**src/rtl/ret_addr_stack.sv**
```systemverilog
// ret_addr_stack: return-address LIFO feeding the PC load path.
// Macro RET_ADDR_STACK_WRAP_EN: a push when full overwrites the oldest entry.
module ret_addr_stack #(
   parameter int AW    = 16,
   parameter int DEPTH = 8,
   parameter int PW    = 3
) (
   input  logic          clk,
   input  logic          rst_b,
   input  logic          push,
   input  logic          pop,
   input  logic          err_clr,
   input  logic [AW-1:0] pc_in,
   output logic [AW-1:0] ret_addr,
   output logic          pc_ld,
   output logic [PW:0]   count,
   output logic          empty,
   output logic          full,
   output logic          ovf_err,
   output logic          unf_err
);

   localparam logic [PW:0] LP_FULL = (PW+1)'(DEPTH);

   logic [AW-1:0] r_mem [DEPTH];
   logic [PW-1:0] r_sp;
   logic [PW:0]   r_cnt;
   logic [AW-1:0] r_ret;
   logic          r_ld;
   logic          r_ovf;
   logic          r_unf;

   logic [PW-1:0] w_top;
   logic          w_empty;
   logic          w_full;
   logic          w_wr;
   logic [PW-1:0] w_wr_idx;
   logic [PW-1:0] w_sp_nxt;
   logic [PW:0]   w_cnt_nxt;
   logic          w_ld;
   logic          w_ovf_set;
   logic          w_unf_set;

   assign w_top   = r_sp - 1'b1;
   assign w_empty = (r_cnt == '0);
   assign w_full  = (r_cnt == LP_FULL);

   always_comb begin
      w_wr      = 1'b0;
      w_wr_idx  = r_sp;
      w_sp_nxt  = r_sp;
      w_cnt_nxt = r_cnt;
      w_ld      = 1'b0;
      w_ovf_set = 1'b0;
      w_unf_set = 1'b0;
      unique case (1'b1)
         (pop && !w_empty): begin
            w_ld = 1'b1;
            if (push) begin
               // replace top: return old top, store new one in place
               w_wr     = 1'b1;
               w_wr_idx = w_top;
            end else begin
               w_sp_nxt  = w_top;
               w_cnt_nxt = r_cnt - 1'b1;
            end
         end
         (pop && w_empty): begin
            w_unf_set = 1'b1;
            if (push) begin
               w_wr      = 1'b1;
               w_sp_nxt  = r_sp + 1'b1;
               w_cnt_nxt = r_cnt + 1'b1;
            end
         end
         (push && !pop && !w_full): begin
            w_wr      = 1'b1;
            w_sp_nxt  = r_sp + 1'b1;
            w_cnt_nxt = r_cnt + 1'b1;
         end
         (push && !pop && w_full): begin
`ifdef RET_ADDR_STACK_WRAP_EN
            w_wr     = 1'b1;
            w_sp_nxt = r_sp + 1'b1;
`else
            w_ovf_set = 1'b1;
`endif
         end
         default: begin
         end
      endcase
   end

   always_ff @(posedge clk) begin
      if (rst_b && w_wr) begin
         r_mem[w_wr_idx] <= pc_in;
      end
   end

   always_ff @(posedge clk) begin
      if (!rst_b) begin
         r_sp  <= '0;
         r_cnt <= '0;
         r_ret <= '0;
         r_ld  <= 1'b0;
         r_ovf <= 1'b0;
         r_unf <= 1'b0;
      end else begin
         r_sp  <= w_sp_nxt;
         r_cnt <= w_cnt_nxt;
         r_ld  <= w_ld;
         if (w_ld) begin
            r_ret <= r_mem[w_top];
         end
         // a new error event outranks err_clr
         r_ovf <= w_ovf_set | (r_ovf & ~err_clr);
         r_unf <= w_unf_set | (r_unf & ~err_clr);
      end
   end

   assign ret_addr = r_ret;
   assign pc_ld    = r_ld;
   assign count    = r_cnt;
   assign empty    = w_empty;
   assign full     = w_full;
   assign ovf_err  = r_ovf;
   assign unf_err  = r_unf;

endmodule

```
**config.mk**
```make
export PLATFORM = sky130hd
export DESIGN_NAME = ret_addr_stack
export DESIGN_NICKNAME = d
export VERILOG_FILES = /design/src/rtl/ret_addr_stack.sv
export SDC_FILE = /design/constraint.sdc
export NUM_CORES = 1
export LEC_CHECK = 0
export CORE_MARGIN = 5
export CORE_UTILIZATION = 52
export CTS_BUF_LIST = sky130_fd_sc_hd__clkbuf_16
export CTS_CLUSTER_SIZE = 28
export DETAILED_ROUTE_END_ITERATION = 10
export PLACE_DENSITY = 0.75
export SLEW_MARGIN = 20
export SYNTH_ARGS = -nofsm -noshare
export SYNTH_HDL_FRONTEND = slang
export SYNTH_SLANG_ARGS = --single-unit
```
**constraint.sdc**
```tcl
create_clock -name clk -period 2.9 [get_ports clk]
set_input_delay 0.58 -clock clk [delete_from_list [all_inputs] [get_ports clk]]
set_output_delay 0.58 -clock clk [all_outputs]
set_load 0.05 [all_outputs]
```
# [Word level (Yosys, flattened, before mapping)]
# Memories as Yosys holds them, arrays and structs flattened. A register that Yosys moved wholly into a read port is not among the register bits.
# Cells that the tools add are included.
# Widths: inputs -> output; s select.
[word_totals] out_inout_bits=25 mem_bits_rw=128 word_cells=47 register_bits=10 n_memories=1 in_bits=21
[classes] mux=15 bitwise=5 reduce_logical=14 n_addsub=4 n_eq_ne=3
[memory_table] memory="r_mem" depth=8 width=16 rd=1 rd_clocked_by_memory_dff=1 write_ports=1 line="25" rtl="logic [AW-1:0] r_mem [DEPTH];"
[ops] cell="$mux 3" n=4
[ops] cell="$pmux 4 s3" n=1
[ops] cell="$pmux 3 s3" n=1
[ops] cell="$mux 4" n=2
[ops] cell="$logic_and 1x1->1" n=6
[ops] cell="$mux 1" n=6
[ops] cell="$add 4x1->4 const B" n=1
[ops] cell="$eq 4x4->1 const B" n=1
[ops] cell="$logic_not 1->1" n=4
[ops] cell="$logic_not 4->1" n=1
[ops] cell="$ne 2x2->1 const B" n=2
[ops] cell="$sub 4x1->4 const B" n=1
[ops] cell="$add 3x1->3 const B" n=1
[ops] cell="$reduce_and 3->1" n=1
[ops] cell="$reduce_bool 3->1" n=1
[ops] cell="$sub 3x1->3 const B" n=1
[ops] cell="$and 1x1->1" n=2
[ops] cell="$or 1x1->1" n=2
[ops] cell="$pmux 1 s2" n=1
[ops] cell="$reduce_or 2->1" n=1
[ops] cell="$not 1->1" n=1

# [Depth between registers and ports, before layout]
[depth] ltp_word=8 depth_mapped=10 depth_no_buf=9

# [Worst setup path after synthesis]
# No wires, ideal clock.
[synth_timing] path_kind="register -> register" startpoint="reg r_sp[0]" endpoint="mem r_mem[1][0] (enable)" synth_period_minus_slack_ns=3.228 setup_slack_ns=-0.328 stages_incl_launch_ff=10 arrival_ns=2.838 path_cell_list="dfxtp_1 > buf_2 > buf_2 > inv_1 > ha_1 > clkbuf_1 > inv_1 > a2111oi_0 > a31o_2 > nor2b_1"
[synth_via] elab_chain_len=3
[synth_rtl] item="from (decl)" line="26" rtl="logic [PW-1:0] r_sp;"
[synth_rtl] item="from (signal assigned)" line="109" rtl="r_sp <= w_sp_nxt;"
[synth_rtl] item="$sub 3x1->3" line="44" rtl="assign w_top = r_sp - 1'b1;"
[synth_rtl] item="$mux 3" line="59" rtl="if (push) begin"
[synth_rtl] item="$mux 3 (*)" line="56" rtl="unique case (1'b1)"
[synth_rtl] item="to (decl)" line="25"
# Mark *: on every way between the ends. The rest lies on a longest branch, timed or not.

# [Worst setup path in the final report]
[layout_timing] startpoint="reg r_cnt[2], in the netlist count[2]" endpoint="out empty"
[layout_via] elab_chain_len=1
[layout_rtl] item="from (decl)" line="27" rtl="logic [PW:0] r_cnt;"
[layout_rtl] item="from (signal assigned)" line="110" rtl="r_cnt <= w_cnt_nxt;"
[layout_rtl] item="$logic_not 4->1" line="45" rtl="assign w_empty = (r_cnt == '0);"
[layout_rtl] item="to (decl)" line="17" rtl="output logic empty,"
# No other way between the ends.

==> impl_metrics.ini <==
[synthesis]
synthFlopType = edfxtp_1
yosysUniqueCellTypes = 47
netlist_instances = 353
synth_edf_count = 128
yosysTopAreaCell = edfxtp_1
synth_top_area_share_pct = 62.3
syn_area_per_cell_um2 = 17.5
ys_seq_area_share_pct = 70.7
ys_ff_latch = 154
ys_warn_count = 0
netlist_top_cells_area = edfxtp_1, mux4_2, dfxtp_1, mux2i_1, o21ai_0
async_flop_share_pct = 0
syn_nets = 377
syn-cell-area_mm2 = 0.00617

[sta]
worst_pin_slew_ns = 0.681
post-route-period-util_pct = 90.8
final_max_slew_viol_count = 0
hold_viol_final = 0
layout_min_cycle_time_ns = 2.63
max_clock_freq_mhz = 380
setup_viol = 0
rsz0062_at_grt = false
finClkSkew_ns = 0.00824
slew_headroom_pct = 54.4

[routing]
vias_per_cell = 5.84
antenna_left = 0
drtIter0Drc = 232
drt_wl_total_um = 11800
firstDrtPassIters = 5
wl_per_cell_um = 20.5
num_vias = 3374
drcViolationCount = 0

[pwr]
total_power_uw = 7020
p_leak_uw = 0.00256
power_density_mw_per_mm2 = 932
internal_power_uw = 4820
ir_drop_v = 0.000484
p_switching_uw = 2200
power_frac_seq_pct = 39.6
switching_share_pct = 31.3
clockPowerShare_pct = 28.9
combPwrFrac_pct = 31.5

[critical_path]
crit_type = register to output port
cp.required_ns = 2.32
crit_chain = nor4_2 > clkdlybuf4s50_1
worst_setup_path_end_kind = output port
cp_slowest_cell = clkdlybuf4s50_1
start_kind = register
reg2reg_depth = 9
cp_max_fo = 13
cp.arrival_ns = 2.05
slowest_delay_ns = 0.85

[die]
ios = 46
core_area_mm2 = 0.0115
die_y_um = 119
die-area_mm2 = 0.0141
initial_core_util_pct = 53.6
die_w_um = 119
num_rows = 39

[cells_and_area]
area_growth_pct = 22.1
drive_gt1_share_pct = 22.8
layout_common_cells = edfxtp_1, clkdlybuf4s50_1, mux4_2
fin_nets = 446
layout_commonest_cell = edfxtp_1
post-route-cell-area_mm2 = 0.00753
antenna_cells = 0

[clock_tree]
cts_sinks = 154
path_clk_slew_ns = 0.06
h-tree-depth = 4
worstSkewPairLatency_ns = 0.41
cts_buffer_depth = 2
cts_tree = yes
root_buffer = clkbuf_16
cts-buffers-inserted = 17

[flow_run]
cap_violations = 0

[global_route]
gr-usage-all-layers_pct = 18.2
antenna_found_initial = 0
grt_pass1_wl_um = 19300
grt_max_degree = 37
grt-ovfl-total = 0
first_global_vias = 3532

[hold_path]
hold_depth = 2
hold_path.class = register to register

[placed_design]
place.gp.congestion = 0.789
dp_hpwl_um = 7230
port-buffer-count = 45
place_area_mm2 = 0.00698

[outcome]
status = finished, final reports clean
==> cell usage after synthesis (4+ instances only) <==
cell and number:
mux2i_1 16, nand3_1 4, edfxtp_1 128, inv_1 5
o21ai_0 20, nor2b_1 8, clkbuf_1 13, buf_2 7
o2111ai_1 4, mux4_2 32, dfxtp_1 26, nand2_1 8
nand3b_1 4, o211ai_1 4, nor2_1 12, a21oi_1 18
==> worst paths after layout <==
| check | start | slack (ns) | to |
|---|---|---|---|
| setup / recovery | count[2] | 0.27 | empty |
| setup reg to reg | count[0] | 0.35 | count[2] |
| hold / removal | ret_addr[10] | 0.54 | ret_addr[10] |
| hold reg to reg | ret_addr[10] | 0.54 | ret_addr[10] |
==> critical path, delay by kind of cell (launching register included) <==
kind	cells	cell delay (ns)
AND/OR/NAND/NOR	1	0.33
flip-flops	1	0.45
buffers and inverters	1	0.85
==> registers in the layout (all words and copies together), names as in the netlist <==
signal / cells
ret_addr: 16
ovf_err: 1
r_sp: 3
r_mem: 128
count: 4
pc_ld: 1
unf_err: 1
==> cell families after synthesis <==
| kind of cell | synth area share, % |
|---|---|
| simple gates | 5.03 |
| compound gates | 6.89 |
| fa+ha+maj | 0.608 |
| flops | 70.7 |
| buf+inv | 2.03 |
| xor+xnor | 0.284 |
| mux | 14.5 |
==> power by group through the flow <==
stage	registers [µW]	clock network [µW]	logic (µW)
3_3_place_gp	2800	0	2200
5_1_grt	2800	2180	2380
3_5_place_dp	2820	0	2220
2_1_floorplan	3110	0	1300
6_report	2780	2030	2210
4_1_cts	2780	2070	2240
==> metrics by stage <==
stage | hold WS (ns) | std cells | util [%] | setup WS (ns) | setup TNS (ns)
floorplan | 0.503 | 353 | - | -0.0816 | -2.30
global placement | 0.521 | 546 | 60.6 | -0.00706 | -0.137
detailed placement | 0.528 | 546 | 60.6 | -0.0874 | -2.35
CTS | 0.542 | 578 | 65.4 | 0.0883 | 0
global route | 0.570 | 578 | 65.4 | 0.140 | 0
finish | 0.536 | 578 | 65.4 | 0.268 | 0
==> layer usage <==
| layer | track usage, % | vias up | routed length, µm |
|---|---|---|---|
| li1 | - | 1556 | - |
| met5 | 0 | - | 0 |
| met2 | 29.9 | 93 | 5930 |
| met1 | 23.4 | 1714 | 5170 |
| met4 | 5.87 | 0 | 154 |
| met3 | 5.36 | 11 | 598 |
==> final cells by class <==
cell class,instances,area [µm²]
Timing Repair Buffer,72,706
Tap cell,143,179
Inverter,6,22.5
Clock buffer,17,425
Multi-Input combinational cell,171,1710
Clock inverter,15,121
Sequential cell,154,4370
Fill cell,780,3980
==> timing repair <==
action | 4_1_cts | 5_1_grt
endpoints found under the setup margin | 0 | 17
hold buffers | 0 | 0
setup buffers | 0 | 0
gates resized for setup | 0 | 2
(Power assumes the default switching activity.)
